[config.mk]
export PLATFORM = sky130hd
export DESIGN_NAME = ncc_scheduler_flat
export DESIGN_NICKNAME = d
export VERILOG_FILES = /design/src/rtl/ncc_pkg.sv /design/src/rtl/ncc_scheduler_if.sv /design/src/rtl/ncc_wrap_counter.sv /design/src/rtl/ncc_scheduler.sv /design/src/flat_wrapper.sv
export SDC_FILE = /design/constraint.sdc
export NUM_CORES = 1
export LEC_CHECK = 0
export BUFFER_PORTS_ARGS = -buffer_cell sky130_fd_sc_hd__buf_4
export CAP_MARGIN = 40
export CORE_MARGIN = 3
export CORE_UTILIZATION = 45
export CTS_CLUSTER_SIZE = 40
export DETAILED_ROUTE_END_ITERATION = 16
export PLACE_DENSITY = 0.71
export SLEW_MARGIN = 10
export SYNTH_ARGS = -nofsm -noshare
export SYNTH_HDL_FRONTEND = slang
export SYNTH_SLANG_ARGS = --single-unit
[constraint.sdc]
create_clock -name clk_i -period 3.8 [get_ports clk_i]
set_clock_uncertainty 0.15 [all_clocks]
set_input_delay 0.57 -clock clk_i [delete_from_list [all_inputs] [get_ports clk_i]]
set_output_delay 0.57 -clock clk_i [all_outputs]
set_load 0.005 [all_outputs]
[src/rtl/ncc_pkg.sv]
// Shared types and default geometry for the NCC match-pass scheduler.
package ncc_pkg;

  localparam int NCC_DESC_DIM = 16;
  localparam int NCC_WIN_ROWS = 16;
  localparam int NCC_WIN_COLS = 40;
  localparam int NCC_PE_LAT   = 2;

  localparam int NCC_COL_W = $clog2(NCC_WIN_COLS);

  typedef enum logic [2:0] {
    IDLE      = 3'd0,
    LOAD_DESC = 3'd1,
    LOAD_WIN  = 3'd2,
    RUN       = 3'd3,
    DRAIN     = 3'd4
  } ncc_sched_state_t;

  // One entry of the score tag pipe: whether the PE output will hold a
  // score, and which window column was read to produce it.
  typedef struct packed {
    logic                 valid;
    logic [NCC_COL_W-1:0] col;
  } ncc_tag_t;

endpackage

[src/rtl/ncc_scheduler_if.sv]
// Control bundle between the scheduler and its surroundings: the PCI byte
// stream, descriptor register strobes, window BRAM ports and PE controls.
interface ncc_scheduler_if
  import ncc_pkg::*;
#(
  parameter int WIN_ROWS = NCC_WIN_ROWS,
  parameter int WIN_COLS = NCC_WIN_COLS
);
  localparam int ROW_W = $clog2(WIN_ROWS);
  localparam int COL_W = $clog2(WIN_COLS);

  logic             start;
  logic             abort;
  logic [7:0]       pix;
  logic             pix_valid;
  logic             pix_ready;
  logic             desc_load;
  logic             desc_shift;
  logic             win_wr;
  logic [ROW_W-1:0] win_row;
  logic [COL_W-1:0] win_addr;
  logic             win_rd_en;
  logic [COL_W-1:0] win_rd_addr;
  logic             pe_load_win;
  logic             pe_load_acc;
  logic             match_valid;
  logic [COL_W-1:0] match_x;
  logic             busy;
  logic             done;

  // Host / datapath side: issues commands and bytes, observes strobes.
  modport master (
    output start, abort, pix, pix_valid,
    input  pix_ready, desc_load, desc_shift, win_wr, win_row, win_addr,
           win_rd_en, win_rd_addr, pe_load_win, pe_load_acc,
           match_valid, match_x, busy, done
  );

  // Scheduler side.
  modport slave (
    input  start, abort, pix, pix_valid,
    output pix_ready, desc_load, desc_shift, win_wr, win_row, win_addr,
           win_rd_en, win_rd_addr, pe_load_win, pe_load_acc,
           match_valid, match_x, busy, done
  );

endinterface

[src/rtl/ncc_wrap_counter.sv]
// Up-counter 0..MAX with synchronous clear and a wrap pulse on the enabled
// cycle that rolls MAX over to 0. Width can be widened beyond the minimum.
module ncc_wrap_counter #(
  parameter int MAX = 15,
  parameter int W   = (MAX < 1) ? 1 : $clog2(MAX + 1)
) (
  input  logic         clk_i,
  input  logic         rst_i,
  input  logic         clear_i,
  input  logic         en_i,
  output logic [W-1:0] count_o,
  output logic         wrap_o
);
  localparam logic [W-1:0] MAX_V = W'(MAX);

  logic [W-1:0] count_q, count_d;

  // Clear wins over enable; enabled count rolls over at MAX.
  always_comb begin
    count_d = count_q;
    if (clear_i) begin
      count_d = '0;
    end else if (en_i) begin
      count_d = (count_q == MAX_V) ? '0 : count_q + 1'b1;
    end
  end

  // Count register.
  always_ff @(posedge clk_i or posedge rst_i) begin
    if (rst_i) begin
      count_q <= '0;
    end else begin
      count_q <= count_d;
    end
  end

  assign count_o = count_q;
  assign wrap_o  = en_i && !clear_i && (count_q == MAX_V);

endmodule

[src/rtl/ncc_scheduler.sv]
// Sequences one NCC match pass: descriptor load, window BRAM fill, then a
// column sweep into the PE array, tagging the sweep cycles that yield scores.
module ncc_scheduler
  import ncc_pkg::*;
#(
  parameter int DESC_DIM = NCC_DESC_DIM,
  parameter int WIN_ROWS = NCC_WIN_ROWS,
  parameter int WIN_COLS = NCC_WIN_COLS,
  parameter int PE_LAT   = NCC_PE_LAT
) (
  input  logic            clk_i,
  input  logic            rst_i,
  ncc_scheduler_if.slave  bus
);
  localparam int DESC_PIXELS = DESC_DIM * DESC_DIM;
  localparam int ROW_W       = $clog2(WIN_ROWS);
  localparam int COL_W       = $clog2(WIN_COLS);
  // One spare bit so the terminal descriptor count is representable.
  localparam int DCNT_W      = $clog2(DESC_PIXELS) + 1;
  localparam int DRN_W       = (PE_LAT < 1) ? 1 : $clog2(PE_LAT + 1);
  localparam int PIPE_D      = 1 + PE_LAT;
  localparam int TAG_W       = $bits(ncc_tag_t) - 1;

  localparam logic [2:0] ST_IDLE      = IDLE;
  localparam logic [2:0] ST_LOAD_DESC = LOAD_DESC;
  localparam logic [2:0] ST_LOAD_WIN  = LOAD_WIN;
  localparam logic [2:0] ST_RUN       = RUN;
  localparam logic [2:0] ST_DRAIN     = DRAIN;

  localparam logic [DCNT_W-1:0] DESC_LAST = DCNT_W'(DESC_PIXELS - 1);
  localparam logic [DRN_W-1:0]  DRN_LAST  = DRN_W'(PE_LAT);
  localparam logic [COL_W-1:0]  FIRST_SCORE_COL = COL_W'(DESC_DIM - 1);

  logic [2:0] state_q, state_d;
  logic       in_idle, in_desc, in_win, in_run, in_drain;
  logic       accept;

  logic [DCNT_W-1:0] desc_cnt;
  logic              desc_wrap;
  logic              desc_last;
  logic [COL_W-1:0]  col_cnt;
  logic              col_wrap;
  logic [ROW_W-1:0]  row_cnt;
  logic              row_wrap;
  logic [COL_W-1:0]  run_cnt;
  logic              run_wrap;
  logic [DRN_W-1:0]  drn_cnt;
  logic              drn_wrap;

  ncc_tag_t tag_in;
  ncc_tag_t tail;
  ncc_tag_t pipe_q [PIPE_D];
  logic     pe_load_q;

  assign in_idle  = (state_q == ST_IDLE);
  assign in_desc  = (state_q == ST_LOAD_DESC);
  assign in_win   = (state_q == ST_LOAD_WIN);
  assign in_run   = (state_q == ST_RUN);
  assign in_drain = (state_q == ST_DRAIN);

  // A byte presented alongside abort is refused rather than half-consumed.
  assign bus.pix_ready = (in_desc || in_win) && !bus.abort;
  assign accept        = bus.pix_valid && bus.pix_ready;

  // Descriptor byte count; cleared whenever we are not loading descriptors.
  ncc_wrap_counter #(.MAX(DESC_PIXELS), .W(DCNT_W)) u_desc_cnt (
    .clk_i   (clk_i),
    .rst_i   (rst_i),
    .clear_i (bus.abort || !in_desc),
    .en_i    (accept && in_desc),
    .count_o (desc_cnt),
    .wrap_o  (desc_wrap)
  );
  assign desc_last = accept && in_desc && ((desc_cnt == DESC_LAST) || desc_wrap);

  // Window column address within the current row.
  ncc_wrap_counter #(.MAX(WIN_COLS - 1), .W(COL_W)) u_col_cnt (
    .clk_i   (clk_i),
    .rst_i   (rst_i),
    .clear_i (bus.abort || !in_win),
    .en_i    (accept && in_win),
    .count_o (col_cnt),
    .wrap_o  (col_wrap)
  );

  // Window row (BRAM select); its wrap marks the last window byte.
  ncc_wrap_counter #(.MAX(WIN_ROWS - 1), .W(ROW_W)) u_row_cnt (
    .clk_i   (clk_i),
    .rst_i   (rst_i),
    .clear_i (bus.abort || !in_win),
    .en_i    (col_wrap),
    .count_o (row_cnt),
    .wrap_o  (row_wrap)
  );

  // Sweep column, one per RUN cycle.
  ncc_wrap_counter #(.MAX(WIN_COLS - 1), .W(COL_W)) u_run_cnt (
    .clk_i   (clk_i),
    .rst_i   (rst_i),
    .clear_i (bus.abort || !in_run),
    .en_i    (in_run),
    .count_o (run_cnt),
    .wrap_o  (run_wrap)
  );

  // DRAIN length: BRAM read latency plus PE latency.
  ncc_wrap_counter #(.MAX(PE_LAT), .W(DRN_W)) u_drn_cnt (
    .clk_i   (clk_i),
    .rst_i   (rst_i),
    .clear_i (bus.abort || !in_drain),
    .en_i    (in_drain),
    .count_o (drn_cnt),
    .wrap_o  (drn_wrap)
  );

  // Next-state decode; abort beats every other transition including start.
  always_comb begin
    state_d = state_q;
    if (bus.abort) begin
      state_d = ST_IDLE;
    end else begin
      case (state_q)
        ST_IDLE:      if (bus.start) state_d = ST_LOAD_DESC;
        ST_LOAD_DESC: if (desc_last) state_d = ST_LOAD_WIN;
        ST_LOAD_WIN:  if (row_wrap)  state_d = ST_RUN;
        ST_RUN:       if (run_wrap)  state_d = ST_DRAIN;
        ST_DRAIN:     if (drn_wrap)  state_d = ST_IDLE;
        default:                     state_d = ST_IDLE;
      endcase
    end
  end

  // State register.
  always_ff @(posedge clk_i or posedge rst_i) begin
    if (rst_i) begin
      state_q <= ST_IDLE;
    end else begin
      state_q <= state_d;
    end
  end

  // BRAM data appears one cycle after the read, so PE loads trail win_rd_en.
  always_ff @(posedge clk_i or posedge rst_i) begin
    if (rst_i) begin
      pe_load_q <= 1'b0;
    end else begin
      pe_load_q <= in_run && !bus.abort;
    end
  end

  // Columns left of DESC_DIM-1 cannot complete a full descriptor overlap.
  always_comb begin
    tag_in       = '0;
    tag_in.valid = in_run && (run_cnt >= FIRST_SCORE_COL);
    tag_in.col   = TAG_W'(run_cnt);
  end

  // Tag pipe shifts every cycle (flushing zeros when idle); abort empties it.
  always_ff @(posedge clk_i or posedge rst_i) begin
    if (rst_i) begin
      for (int i = 0; i < PIPE_D; i++) pipe_q[i] <= '0;
    end else if (bus.abort) begin
      for (int i = 0; i < PIPE_D; i++) pipe_q[i] <= '0;
    end else begin
      pipe_q[0] <= tag_in;
      for (int i = 1; i < PIPE_D; i++) pipe_q[i] <= pipe_q[i-1];
    end
  end

  assign tail = pipe_q[PIPE_D-1];

  assign bus.desc_load   = accept && in_desc && (desc_cnt == '0);
  assign bus.desc_shift  = accept && in_desc && (desc_cnt != '0);
  assign bus.win_wr      = accept && in_win;
  assign bus.win_row     = bus.win_wr ? row_cnt : '0;
  assign bus.win_addr    = bus.win_wr ? col_cnt : '0;
  assign bus.win_rd_en   = in_run;
  assign bus.win_rd_addr = in_run ? run_cnt : '0;
  assign bus.pe_load_win = pe_load_q;
  assign bus.pe_load_acc = pe_load_q;
  assign bus.match_valid = tail.valid;
  assign bus.match_x     = tail.valid ? COL_W'(tail.col - TAG_W'(DESC_DIM - 1)) : '0;
  assign bus.busy        = !in_idle;
  assign bus.done        = in_drain && (drn_cnt == DRN_LAST) && !bus.abort;

endmodule

[src/flat_wrapper.sv]
// flat-port wrapper written by rule: the top's interface ports become plain ports
module ncc_scheduler_flat import ncc_pkg::*;
#(
  parameter int DESC_DIM = NCC_DESC_DIM,
  parameter int WIN_ROWS = NCC_WIN_ROWS,
  parameter int WIN_COLS = NCC_WIN_COLS,
  parameter int PE_LAT   = NCC_PE_LAT
)
  (clk_i, rst_i, bus_start, bus_abort, bus_pix, bus_pix_valid, bus_pix_ready, bus_desc_load, bus_desc_shift, bus_win_wr, bus_win_row, bus_win_addr, bus_win_rd_en, bus_win_rd_addr, bus_pe_load_win, bus_pe_load_acc, bus_match_valid, bus_match_x, bus_busy, bus_done);
  ncc_scheduler_if #(.WIN_ROWS(WIN_ROWS), .WIN_COLS(WIN_COLS)) bus_i ();
  input  logic clk_i;
  input  logic rst_i;
  input wire logic [$bits(bus_i.start)-1:0] bus_start;
  input wire logic [$bits(bus_i.abort)-1:0] bus_abort;
  input wire logic [$bits(bus_i.pix)-1:0] bus_pix;
  input wire logic [$bits(bus_i.pix_valid)-1:0] bus_pix_valid;
  output wire logic [$bits(bus_i.pix_ready)-1:0] bus_pix_ready;
  output wire logic [$bits(bus_i.desc_load)-1:0] bus_desc_load;
  output wire logic [$bits(bus_i.desc_shift)-1:0] bus_desc_shift;
  output wire logic [$bits(bus_i.win_wr)-1:0] bus_win_wr;
  output wire logic [$bits(bus_i.win_row)-1:0] bus_win_row;
  output wire logic [$bits(bus_i.win_addr)-1:0] bus_win_addr;
  output wire logic [$bits(bus_i.win_rd_en)-1:0] bus_win_rd_en;
  output wire logic [$bits(bus_i.win_rd_addr)-1:0] bus_win_rd_addr;
  output wire logic [$bits(bus_i.pe_load_win)-1:0] bus_pe_load_win;
  output wire logic [$bits(bus_i.pe_load_acc)-1:0] bus_pe_load_acc;
  output wire logic [$bits(bus_i.match_valid)-1:0] bus_match_valid;
  output wire logic [$bits(bus_i.match_x)-1:0] bus_match_x;
  output wire logic [$bits(bus_i.busy)-1:0] bus_busy;
  output wire logic [$bits(bus_i.done)-1:0] bus_done;
  assign bus_i.start = bus_start;
  assign bus_i.abort = bus_abort;
  assign bus_i.pix = bus_pix;
  assign bus_i.pix_valid = bus_pix_valid;
  assign bus_pix_ready = bus_i.pix_ready;
  assign bus_desc_load = bus_i.desc_load;
  assign bus_desc_shift = bus_i.desc_shift;
  assign bus_win_wr = bus_i.win_wr;
  assign bus_win_row = bus_i.win_row;
  assign bus_win_addr = bus_i.win_addr;
  assign bus_win_rd_en = bus_i.win_rd_en;
  assign bus_win_rd_addr = bus_i.win_rd_addr;
  assign bus_pe_load_win = bus_i.pe_load_win;
  assign bus_pe_load_acc = bus_i.pe_load_acc;
  assign bus_match_valid = bus_i.match_valid;
  assign bus_match_x = bus_i.match_x;
  assign bus_busy = bus_i.busy;
  assign bus_done = bus_i.done;
  ncc_scheduler #(.DESC_DIM(DESC_DIM), .WIN_ROWS(WIN_ROWS), .WIN_COLS(WIN_COLS), .PE_LAT(PE_LAT)) u_core (.clk_i(clk_i), .rst_i(rst_i), .bus(bus_i));
endmodule
* After elaboration in Yosys (flattened, before gate mapping)
Cells that the tools add are included.
** Storage, ports and cells
- Register bits :: 52
- Latch bits :: 0
- Memory bits (writable) :: 0
- Bits in read-only memories :: 0
- Input bits :: 13
- Output and inout bits :: 32
- Word-level logic and storage cells :: 108
- Memories :: 0
** Operators by class
- $add $sub $neg :: 6
- Multiply operators :: 0
- Divide/modulo/power cells :: 0
- $lt $le $gt $ge :: 1
- Eq/ne operators :: 15
- Shift-type cells :: 0
- Mux-type cells :: 27
- Bitwise operators :: 0
- Reduce and logical (&&, ||, !) cells :: 46
** Operators with widths (count)
- $mux W6 :: 9
- $mux W9 :: 3
- $logic_and A1 B1 Y1 :: 21
- $mux W21 :: 1
- $mux W3 :: 6
- $mux W4 :: 4
- $ne A3 B3 Y1 const B :: 5
- $pmux W3 S5 :: 1
- $add A6 B1 Y6 const B :: 2
- $eq A6 B6 Y1 const B :: 2
- $logic_not A1 Y1 :: 10
- $reduce_bool A2 Y1 :: 5
- $add A9 B1 Y9 const B :: 1
- $eq A9 B8 Y1 const B :: 1
- $eq A9 B9 Y1 const B :: 1
- $logic_not A9 Y1 :: 1
- $reduce_bool A9 Y1 :: 1
- $eq A3 B2 Y1 const B :: 2
- $ge A6 B4 Y1 const B :: 1
- $logic_or A1 B1 Y1 :: 6
- $mux W2 :: 3
- $sub A6 B4 Y6 const B :: 1
- $reduce_and A5 Y1 :: 1
- $add A4 B1 Y4 const B :: 1
- other kinds (6) :: 6

* Depth between registers and ports, before layout
Gate-level depths: netlist (run 1).
- Depth in word-level cells :: 12
- Depth in mapped cells :: 7
- Depth with buffers taken out :: 7

* Modules after synthesis
From an unflattened synthesis (run 1), not the netlist that was laid out.
** Unflattened totals
- Cell total of the unflattened synthesis :: 278
- Area total of the unflattened synthesis :: 2786.4 um^2
** By module, submodules not included
- ncc_scheduler :: instances 1, cells each 120, area each 1256.2 um^2, sequential area each 625.6 um^2
- ncc_wrap_counter at u_core.u_col_cnt ... :: instances 2, cells each 35, area each 335.3 um^2, sequential area each 150.1 um^2
- ncc_wrap_counter at u_core.u_desc_cnt :: instances 1, cells each 55, area each 544.3 um^2, sequential area each 225.2 um^2
- ncc_wrap_counter at u_core.u_row_cnt :: instances 1, cells each 23, area each 212.7 um^2, sequential area each 100.1 um^2
- ncc_wrap_counter at u_core.u_drn_cnt :: instances 1, cells each 10, area each 102.6 um^2, sequential area each 50.0 um^2

* Worst setup path after synthesis (run 1)
Ideal clock, no wire load.
- Path type :: register to register
- Start point :: register u_core.u_desc_cnt.count_q[0], in the netlist u_core.u_desc_cnt.count_o[0]
- End point :: register u_core.state_q[0]
- Library setup time :: 128 ps
- Arrival :: 1840 ps
- Data required time :: 3522 ps
- Path slack :: 1682 ps
- Cell stages (with the launch flop) :: 8
- Buffers on the path :: 0
- Period minus slack after synthesis :: 2118 ps
- Cells stage by stage :: dfrtp_1 inv_1 ha_1 or4b_4 nor4_4 nand2_2 a31oi_1 mux2_1
** On the way
- Word-level cells in the longest chain between the ends :: 6
- Elaborated cells on any way between the ends :: 7
- Those cells by class :: 3 x eq/ne; 4 x reduce/logical
** Ends and longest elaborated chain
- start, declared :: RTL line ncc_wrap_counter.sv:16 : logic [W-1:0] count_q, count_d;
- start signal, assigned :: RTL line ncc_wrap_counter.sv:33 : count_q <= count_d;
- $eq A9 B9 Y1 :: RTL line ncc_wrap_counter.sv:38 : assign wrap_o = en_i && !clear_i && (count_q == MAX_V);
- $logic_and A1 B1 Y1 :: RTL line ncc_wrap_counter.sv:38
- $logic_or A1 B1 Y1 (*) :: RTL line ncc_scheduler.sv:74 : assign desc_last = accept && in_desc && ((desc_cnt == DESC_LAST) || desc_wrap);
- $logic_and A1 B1 Y1 (*) :: RTL line ncc_scheduler.sv:74
- $ne A3 B3 Y1 (no line) (*)
- $reduce_and A5 Y1 (no line) (*)
- end signal, assigned :: RTL line ncc_scheduler.sv:138 : state_q <= state_d;
- end, declared :: RTL line ncc_scheduler.sv:34 : logic [2:0] state_q, state_d;
Every way passes the cells marked *; elsewhere a longest branch is shown, timed or not.
A chain may end at the register's enable or synchronous reset.

* Worst setup path in the final report (run 1)
- Start point :: register u_core.u_desc_cnt.count_q[0], in the netlist u_core.u_desc_cnt.count_o[0]
- End point :: output bus_desc_shift
** On the way
- Word-level cells in the longest chain between the ends :: 2
** Ends and longest elaborated chain
- $reduce_bool A9 Y1 :: RTL line ncc_scheduler.sv:173 : assign bus.desc_shift = accept && in_desc && (desc_cnt != '0);
- $logic_and A1 B1 Y1 :: RTL line ncc_scheduler.sv:173
- end, declared :: RTL line flat_wrapper.sv:19 : output wire logic [$bits(bus_i.desc_shift)-1:0] bus_desc_shift;
Every way passes these cells.

==> impl_metrics.csv, run 1 <==
group,metric,value,unit
route,post-route-drc-count,0,
synth,synth_cells,253,
clock_tree,clk_latency,0.30,ns
synth,synth-seq-area-share,0.508,
route,num_vias,1797,
synth,synthTopCellsByArea,"dfrtp_1 51%, nor2b_1 5.1%, xor2_1 4.8%, nor2_1 4.1%, ha_1 3.4%",
pwr,combinationalPowerShare,0.099,
clock_tree,root_buffer,"clkbuf_8",
clock_tree,htreeDepth,2,
sta,timing.final.crit_share,0.674,
final_layout,drive_gt1_frac,0.200,
floorplanning,die_h,81.4,um
global_routing,grt_pass1_wl,7.87,mm
final_layout,seq_area,1300,sq um
pwr,p_clk_frac,0.348,
pwr,intPower,801,uW
floorplanning,ioPinCount,45,
floorplanning,die-area,6630,sq um
critical_path,cp_cell_sequence,"inv_1 > ha_1 > or4b_4 > nor4_4 > a21oi_1 > buf_4",
clock_tree,cts_buffers,5,
placement,place.gp.congestion,0.759,
critical_path,slowest_delay,0.48,ns
sta,tightest_slew,0.562,ns
sta,period_needed,2.56,ns
synth,synth.distinct_cells,42,
placement,hpwlAfterDp,3.33,mm
final_layout,diodes,0,
route,wire_per_inst,12.4,um
pwr,p_leak,1.47,nW
pwr,p_sw,241,uW
sta,max_freq,391,MHz
synth,synth_seq_cells,52,
synth,synth_flop_cell,"dfrtp_1",
critical_path,slowest_stage,"or4b_4",
pwr,p_per_area,347,nW/um^2
status,status,"finished, final reports clean",
clock_tree,path_clk_slew,0.09,ns
global_routing,antenna_found_initial,0,
critical_path,required,3.08,ns
clock_tree,postCtsSetupBuffers,0,
route,drtAntennaViolNets,0,
placement,place_area,2900,sq um
clock_tree,cts_resized,0,
route,drt-vias-per-instance,4.99,
sta,totalNegativeSetupSlack,0,ns
synth,syn-num-nets,273,
sta,drv_slew,0,
sta,rsz0062_at_grt,"no",
sta,relSlewSlack,0.625,
final_layout,design_area,3000,sq um
pwr,seq_power_share,0.552,
sta,setup_viol,0,
final_layout,layout_commonest_cell,"dfrtp_1",
critical_path,path_delay_family,"simple AND/OR/NAND/NOR gates",
critical_path,timing.rr.start,"u_core.u_desc_cnt.count_o[0]$_DFFE_PP0P_",
final_layout,utilization,0.567,
sta,hold_viol,0,
clock_tree,cts_buffer_depth,2,
critical_path,arrival,1.84,ns
min_path,hold_class,"in -> async",
clock_tree,tritoncts,"yes",
final_layout,multi_input_area,1180,sq um
critical_path,ff2ff_path_depth,7,
pwr,switching_share,0.231,
placement,io_buffers,36,
critical_path,crit_buf_inv,2,
critical_path,crit_path_max_fanout,3,
clock_tree,clock-sinks,52,
global_routing,grtUsageTotal,0.155,
route,drt_first_pass_iters,4,
critical_path,cp-start-kind,"flip-flop",
floorplanning,start_util,0.483,
synth,synth.largest_area_cell,"dfrtp_1",
critical_path,rrSetupSlack,1.54,ns
synth,syn_avg_cell_area,10.1,sq um
final_layout,syn_to_final_growth,17.4,%
placement,dp.cells,352,
floorplanning,num_rows,26,
critical_path,crit_type,"reg -> out",
synth,synth_edf_count,0,
floorplanning,fp.coreArea,5300,sq um
final_layout,fillCellCount,473,
route,detailedRoute.firstIterationViolations,101,
run,drv_cap,0,
pwr,p_total,1.04,mW
final_layout,layout_common_cells,"52 x dfrtp_1, 37 x buf_4, 28 x nor2_1",
floorplanning,die_width,81.4,um
global_routing,grt_overflow,0,
route,finalWirelength,4.48,mm
synth,yosys.area.top_type_share,0.508,
global_routing,grt_max_degree,28,
clock_tree,ctsHoldBuffers,0,
critical_path,rr_endpoint,"u_core.state_q[0]$_DFFE_PP0P_",
pwr,peakVddDrop,221,uV
synth,yosysWarnings,0,
synth,async_flop_share,1.00,
global_routing,grt_pass1_vias,1702,
critical_path,crit_path_end_kind,"primary output",
synth,synth_area,2560,sq um
final_layout,fin_nets,309,
final_layout,fin_cells,360,
[power by group through the flow]
stage	clock, mW	combinational, mW	sequential [mW]
after global routing	0.403	0.116	0.579
final	0.363	0.104	0.576
after CTS	0.375	0.106	0.575
after global placement	0	0.102	0.586
after floorplan	0	0.0873	0.574
after detailed placement	0	0.105	0.586
[logic make-up after synthesis]
logic type | count (synthesis) | synth area share
and+or+nand+nor | 133 | 0.300
xor gates and xnor gates | 17 | 0.0582
DFF | 52 | 0.508
adders and majority gates | 7 | 0.0342
muxes | 4 | 0.0161
buffers and inverters | 17 | 0.0308
AOI/OAI and AO/OA | 23 | 0.0523
[how the worst max path moves through the flow]
stage	to	startpoint	slack, ns	depth (start not counted)
floorplan	u_core.state_q[0]$_DFFE_PP0P_	u_core.u_desc_cnt.count_o[0]$_DFFE_PP0P_	1.68	7
global placement	bus_win_wr	bus_abort	1.34	5
detailed placement	bus_win_wr	bus_abort	1.33	5
CTS	bus_desc_shift	u_core.u_desc_cnt.count_o[0]$_DFFE_PP0P_	1.22	6
global route	bus_win_wr	u_core.state_q[0]$_DFFE_PP0P_	1.07	4
finish	bus_desc_shift	u_core.u_desc_cnt.count_o[0]$_DFFE_PP0P_	1.24	6
[routing by layer]
| layer | up-vias | part of all wire | global-route usage |
|---|---|---|---|
| li1 | 926 | - | - |
| met4 | 0 | 0.0056 | 0.0507 |
| met2 | 31 | 0.47 | 0.247 |
| met5 | - | 0 | 0 |
| met1 | 838 | 0.48 | 0.208 |
| met3 | 2 | 0.044 | 0.0373 |
[registers in the layout (all words and copies together) (netlist names)]
| register | count |
|---|---|
| u_core.bus.match_valid | 1 |
| u_core.bus.pe_load_acc | 1 |
| u_core.pipe_q | 20 |
| u_core.state_q | 3 |
| u_core.u_col_cnt.count_o | 6 |
| u_core.u_desc_cnt.count_o | 9 |
| u_core.u_drn_cnt.count_o | 2 |
| u_core.u_row_cnt.count_o | 4 |
| u_core.u_run_cnt.count_o | 6 |
[cell usage after synthesis (2+ instances only)]
master / n
nand3b_1: 3
nand2_1: 19
xnor2_1: 3
nor3_1: 6
o21ai_0: 4
xor2_1: 14
and2_1: 12
and3_1: 9
clkbuf_1: 6
inv_1: 8
buf_4: 2
a21oi_1: 11
and3_2: 3
ha_1: 7
nor2b_1: 21
or4b_4: 2
dfrtp_1: 52
mux2i_1: 3
nand2_2: 2
nand4_1: 4
nor2_1: 28
or4_1: 2
nand4b_1: 2
nand3_1: 12
[worst reg2reg max path, delay by kind of cell (launching register included)]
kind / cells / cell delay, ns
flip-flops: 1 / 0.40
adder cells (fa/ha/maj): 1 / 0.14
AND/OR/NAND/NOR: 3 / 0.81
buffers and inverters: 1 / 0.10
multiplexers: 1 / 0.34
AO/OA/AOI/OAI: 1 / 0.22
[layout make-up]
type                       count  share of cell area
sequential                    52               0.433
multi-input combinational    184               0.393
timing repair buffer          38              0.0991
tap                           70              0.0292
clock buffer                   6              0.0242
clock inverter                 2              0.0117
inverter                       8              0.0100
[metrics by stage]
| step | hold WS, ns | worst slack (ns) |
|---|---|---|
| 4_1_cts | 0.184 | 1.22 |
| 6_report | 0.173 | 1.24 |
| 3_3_place_gp | 0.290 | 1.34 |
| 2_1_floorplan | 0.278 | 1.68 |
| 3_5_place_dp | 0.295 | 1.33 |
| 5_1_grt | 0.200 | 1.07 |
Power figures use the tool's default switching activity.
==> run 2, diff against run 1 <==
--- a/config.mk
+++ b/config.mk
@@ -11,7 +11,7 @@
 export CORE_UTILIZATION = 45
 export CTS_CLUSTER_SIZE = 40
 export DETAILED_ROUTE_END_ITERATION = 16
-export PLACE_DENSITY = 0.71
+export PLACE_DENSITY = 0.74
 export SLEW_MARGIN = 10
 export SYNTH_ARGS = -nofsm -noshare
 export SYNTH_HDL_FRONTEND = slang
==> constraint.sdc (replaced) <==
create_clock -name clk_i -period 2.3 [get_ports clk_i]
set_clock_uncertainty 0.15 [all_clocks]
set_input_delay 0.345 -clock clk_i [delete_from_list [all_inputs] [get_ports clk_i]]
set_output_delay 0.345 -clock clk_i [all_outputs]
set_load 0.005 [all_outputs]
==> run 2 against run 1 <==
  * The flow now finishes with violations (negative setup slack)
  * Wire length up 6.3%
  * Worst setup slack worse by 1.2 ns
  * Sequential share of layout area decreased by 2.1 points
  * Power grew 74%
  * Global-route usage grew 0.57 points
  * Non-clock buffer count up 13
  * Cell count rose by 3.6%
  * Sequential power up 64%
  * Combinational power is 140% higher
==> impl_metrics.csv, run 2 (same netlist as run 1, synthesis figures left out) <==
group,metric,value,unit
final_layout,diodes,0,
floorplanning,fp.coreArea,5300,sq um
clock_tree,clock-sinks,52,
final_layout,fin_nets,322,
floorplanning,num_rows,26,
route,num_vias,1890,
floorplanning,die_h,81.4,um
sta,period_needed,2.30,ns
global_routing,grt_pass1_vias,1812,
clock_tree,path_clk_slew,0.09,ns
final_layout,drive_gt1_frac,0.261,
clock_tree,htreeDepth,2,
clock_tree,cts_buffers,5,
final_layout,top_register,"u_core.pipe_q",
floorplanning,start_util,0.483,
placement,place_area,2960,sq um
final_layout,syn_to_final_growth,23.5,%
sta,timing.final.crit_share,1.00,
sta,relSlewSlack,0.666,
route,finalWirelength,4.77,mm
pwr,p_per_area,575,nW/um^2
global_routing,grt_pass1_wl,8.26,mm
global_routing,grt_overflow,0,
placement,dp.cells,360,
final_layout,largest_reg_flops,20,
sta,max_freq,434,MHz
global_routing,grtUsageTotal,0.160,
placement,hpwlAfterDp,3.27,mm
pwr,peakVddDrop,265,uV
run,drv_cap,0,
final_layout,fin_cells,373,
route,drtAntennaViolNets,0,
route,drt-vias-per-instance,5.07,
placement,place_ws,0.0832,ns
critical_path,crit_path_max_fanout,2,
clock_tree,cts_buffer_depth,2,
clock_tree,clk_latency,0.30,ns
floorplanning,die_width,81.4,um
final_layout,layout_common_cells,"50 x dfrtp_1, 48 x buf_4, 28 x nor2_1",
critical_path,crit_path_end_kind,"primary output",
critical_path,required,1.80,ns
floorplanning,ioPinCount,45,
sta,setup_viol,1,
critical_path,arrival,1.81,ns
route,wire_per_inst,12.8,um
sta,drv_slew,0,
sta,totalNegativeSetupSlack,-0.00345,ns
status,status,"finished, violations left",
pwr,p_total,1.82,mW
floorplanning,die-area,6630,sq um
final_layout,layout_commonest_cell,"dfrtp_1",
pwr,p_leak,1.54,nW
status,violations,"negative setup slack",
route,detailedRoute.firstIterationViolations,84,
route,drt_first_pass_iters,4,
critical_path,crit_type,"reg -> out",
clock_tree,root_buffer,"clkbuf_8",
global_routing,grt_max_degree,32,
global_routing,antenna_found_initial,0,
sta,rsz0062_at_grt,"yes",
clock_tree,tritoncts,"yes",
final_layout,design_area,3160,sq um
route,post-route-drc-count,0,
critical_path,cp-start-kind,"flip-flop",
placement,io_buffers,36,
sta,hold_viol,0,
sta,tightest_slew,0.500,ns
placement,place.gp.congestion,0.780,
min_path,hold_class,"in -> reg",
sta,fin_ws,-0.00345,ns
## run 2: area by class of cell
| type | instances | area (sq um) |
|---|---|---|
| fillers | 461 | 2140 |
| flip-flops and latches | 52 | 1300 |
| inverters | 8 | 30.0 |
| clock inverters | 2 | 38.8 |
| multi-input cells | 184 | 1230 |
| well taps | 70 | 87.6 |
| clock buffers | 6 | 72.6 |
| repair buffers | 51 | 402 |
## run 2: worst paths after layout
path	startpoint	to	slack [ns]	cells after the start
worst max-delay path	u_core.u_desc_cnt.count_o[1]$_DFFE_PP0P_	bus_desc_shift	-0.003	6
worst min register to register	u_core.u_drn_cnt.count_o[0]$_DFFE_PP0P_	u_core.u_drn_cnt.count_o[0]$_DFFE_PP0P_	0.31	1
min in group asynchronous	rst_i	u_core.u_row_cnt.count_o[3]$_DFFE_PP0P_	0.47	3
worst max register to register	u_core.u_desc_cnt.count_o[1]$_DFFE_PP0P_	u_core.state_q[0]$_DFFE_PP0P_	0.03	8
max in group asynchronous	rst_i	u_core.pipe_q[8]$_DFF_PP0_	1.00	4
worst min-delay path	bus_abort	u_core.pipe_q[16]$_DFF_PP0_	0.26	2
## run 2: worst max-delay path, stage by stage, from the launching register on
cell	delay, ns
dfrtp_1	0.41
inv_2	0.09
ha_4	0.12
or4b_4	0.47
nor4_4	0.20
a21oi_2	0.09
buf_4	0.14
## run 2: timing repair
| item | CTS | global route |
|---|---|---|
| pin swaps | 3 | 4 |
| endpoints found under the setup margin | 1 | 8 |
| hold buffers | 1 | 0 |
| buffers inserted | 4 | 0 |
| resized for setup | 4 | 9 |
| hold endpoints to repair | 21 | 0 |
## run 2: through the flow
stage | utilization | hold slack [ns]
CTS | 0.588 | 0.249
finish | 0.596 | 0.260
detailed placement | 0.558 | 0.268
floorplan | - | 0.278
global route | 0.596 | 0.254
global placement | 0.558 | 0.271
## run 2: power by group
part	switching [mW]	total, mW	internal (mW)
Sequential	0.0168	0.943	0.926
Combinational	0.126	0.247	0.120
Clock	0.298	0.627	0.329
Total	0.441	1.82	1.38
## run 2: per-layer routing
metal,global-route usage,vias to the layer above,part of all wire
met5,0,-,0
met4,0.0389,0,0.010
met3,0.0417,8,0.045
met2,0.265,33,0.49
met1,0.212,899,0.46
li1,-,950,-
==> run 3, diff against run 2 <==
--- a/config.mk
+++ b/config.mk
@@ -11,6 +11,7 @@
 export CORE_UTILIZATION = 45
 export CTS_CLUSTER_SIZE = 40
 export DETAILED_ROUTE_END_ITERATION = 16
+export GPL_TIMING_DRIVEN = 0
 export PLACE_DENSITY = 0.74
 export SLEW_MARGIN = 10
 export SYNTH_ARGS = -nofsm -noshare
==> run 3 against run 2 <==
  * The flow now finishes without violations
  * Sequential cell count unchanged
  * Clock power decreased by 18%
  * Cell count increased by 0.54%
  * Register-to-register slack improved by 0.05 ns
  * Wire length increased by 0.46%
  * Core utilization decreased by 0.50 points
  * Global-route usage decreased by 0.14 points
  * Hold slack improved by 0.026 ns
  * Critical path depth unchanged
  * Die area unchanged
  * First-iteration DRC count increased by 6.0%
  * Critical endpoint unchanged
  * Largest cell class unchanged
  * Largest power group unchanged
  * Highest routed layer unchanged
==> impl_metrics.csv, run 3 (same netlist as run 1, synthesis figures left out) <==
group,metric,value,unit
final_layout,largest_reg_flops,20,
final_layout,layout_commonest_cell,"dfrtp_1",
clock_tree,cts_buffer_depth,2,
placement,io_buffers,36,
global_routing,grt_pass1_vias,1728,
floorplanning,start_util,0.483,
pwr,seq_power_share,0.551,
critical_path,required,1.80,ns
pwr,combinationalPowerShare,0.145,
clock_tree,cts_buffers,5,
route,num_vias,1890,
final_layout,fin_cells,375,
clock_tree,tritoncts,"yes",
global_routing,grt_overflow,0,
sta,max_freq,441,MHz
global_routing,top_usage_layer,"met2",
placement,place_area,2940,sq um
global_routing,grt_max_degree,34,
placement,place.gp.congestion,0.828,
pwr,p_per_area,539,nW/um^2
pwr,intPower,1.25,mW
sta,relSlewSlack,0.641,
global_routing,grtUsageMet2,0.253,
status,status,"finished, final reports clean",
floorplanning,ioPinCount,45,
floorplanning,fp.coreArea,5300,sq um
pwr,switching_share,0.257,
global_routing,antenna_found_initial,0,
sta,timing.final.crit_share,0.987,
sta,rsz0062_at_grt,"yes",
route,wire_per_inst,12.8,um
clock_tree,clk_latency,0.30,ns
critical_path,cp-start-kind,"flip-flop",
critical_path,crit_path_end_kind,"primary output",
placement,hpwlAfterDp,3.28,mm
sta,holdWs,0.287,ns
critical_path,arrival,1.77,ns
floorplanning,die_width,81.4,um
run,drv_cap,0,
final_layout,top_register,"u_core.pipe_q",
floorplanning,die_h,81.4,um
global_routing,grtUsageTotal,0.159,
route,detailedRoute.firstIterationViolations,89,
floorplanning,die-area,6630,sq um
route,post-route-drc-count,0,
final_layout,diodes,0,
pwr,p_sw,434,uW
sta,setup_viol,0,
placement,dp.cells,360,
global_routing,grtUsageMet3,0.0439,
critical_path,crit_type,"reg -> out",
final_layout,design_area,3130,sq um
clock_tree,root_buffer,"clkbuf_8",
pwr,p_total,1.69,mW
pwr,p_clk_frac,0.303,
pwr,peakVddDrop,276,uV
final_layout,fillCellCount,464,
sta,hold_viol,0,
sta,tightest_slew,0.537,ns
min_path,hold_class,"in -> reg",
final_layout,drive_gt1_frac,0.246,
clock_tree,htreeDepth,2,
route,finalWirelength,4.79,mm
pwr,p_leak,1.52,nW
sta,drv_slew,0,
clock_tree,clock-sinks,52,
sta,period_needed,2.27,ns
clock_tree,path_clk_slew,0.10,ns
critical_path,crit_path_max_fanout,2,
final_layout,fin_nets,324,
final_layout,syn_to_final_growth,22.4,%
global_routing,grt.met1_usage,0.213,
route,drt_first_pass_iters,5,
floorplanning,num_rows,26,
final_layout,layout_common_cells,"51 x dfrtp_1, 43 x buf_4, 28 x nor2_1",
global_routing,grt_pass1_wl,8.10,mm
route,drt-vias-per-instance,5.04,
route,drtAntennaViolNets,0,
-- run 3: cell types whose count changed in the layout (fill, tap and decap cells not counted), sizes merged --
cell      before  now
clkinv         0    1
buf           50   46
clkinvlp       0    1
clkbuf         6   12
inv            9    8
bufinv         1    0
-- run 3: layer usage --
| metal | routed length, um | vias to the layer above |
|---|---|---|
| met3 | 234 | 4 |
| met1 | 2250 | 893 |
| li1 | - | 952 |
| met2 | 2270 | 41 |
| met5 | 0 | - |
| met4 | 32 | 0 |
-- run 3: repair_timing --
| action | 4_1_cts | 5_1_grt |
|---|---|---|
| pin swaps | 4 | 4 |
| hold buffers | 1 | 0 |
| buffers inserted | 4 | 2 |
| gates resized for setup | 8 | 6 |
| gates cloned | 0 | 0 |
| endpoints found under the hold margin | 19 | 0 |
| setup endpoints to repair | 3 | 14 |
-- run 3: cell type report --
class,instances,area [sq um],area share
timing repair buffer,44,345,0.110
buffer,9,53.8,0.0172
clock inverter,2,16.3,0.00519
tap,70,87.6,0.0279
clock buffer,6,72.6,0.0232
inverter,8,30.0,0.00958
multi-input combinational,184,1230,0.391
sequential,52,1300,0.416
-- run 3: power groups by stage --
stage	registers (mW)	logic (mW)	clock network (mW)
detailed placement	0.950	0.213	0
finish	0.931	0.245	0.512
global placement	0.949	0.205	0
floorplan	0.948	0.144	0
CTS	0.931	0.239	0.533
global route	0.933	0.272	0.581
-- run 3: path summary, 6_finish.rpt --
path	from	to	slack [ns]	cells past startpoint
min	bus_abort	u_core.u_drn_cnt.count_o[0]$_DFFE_PP0P_	0.29	3
min in group asynchronous	rst_i	u_core.u_row_cnt.count_o[1]$_DFFE_PP0P_	0.45	3
max	u_core.u_desc_cnt.count_o[0]$_DFFE_PP0P_	bus_desc_shift	0.03	6
max in group asynchronous	rst_i	u_core.state_q[2]$_DFFE_PP0P_	1.02	4
min reg2reg	u_core.pipe_q[16]$_DFF_PP0_	u_core.pipe_q[9]$_DFF_PP0_	0.31	1
max reg2reg	u_core.u_desc_cnt.count_o[0]$_DFFE_PP0P_	u_core.state_q[0]$_DFFE_PP0P_	0.08	8
-- run 3: through the flow --
step | setup TNS, ns | utilization | setup WS, ns
2_1_floorplan | 0 | - | 0.182
3_3_place_gp | -2.54 | 0.550 | -0.0506
3_5_place_dp | 0 | 0.554 | 0.0648
4_1_cts | -0.0710 | 0.584 | -0.0644
5_1_grt | -0.176 | 0.591 | -0.0946
6_report | 0 | 0.591 | 0.0304
-- run 3: critical path, stage by stage, from the launching register on --
cell and delay [ns]:
dfrtp_1 0.41, inv_2 0.08, ha_4 0.12, or4b_4 0.47, nor4_4 0.16, a21oi_1 0.09
buf_4 0.14
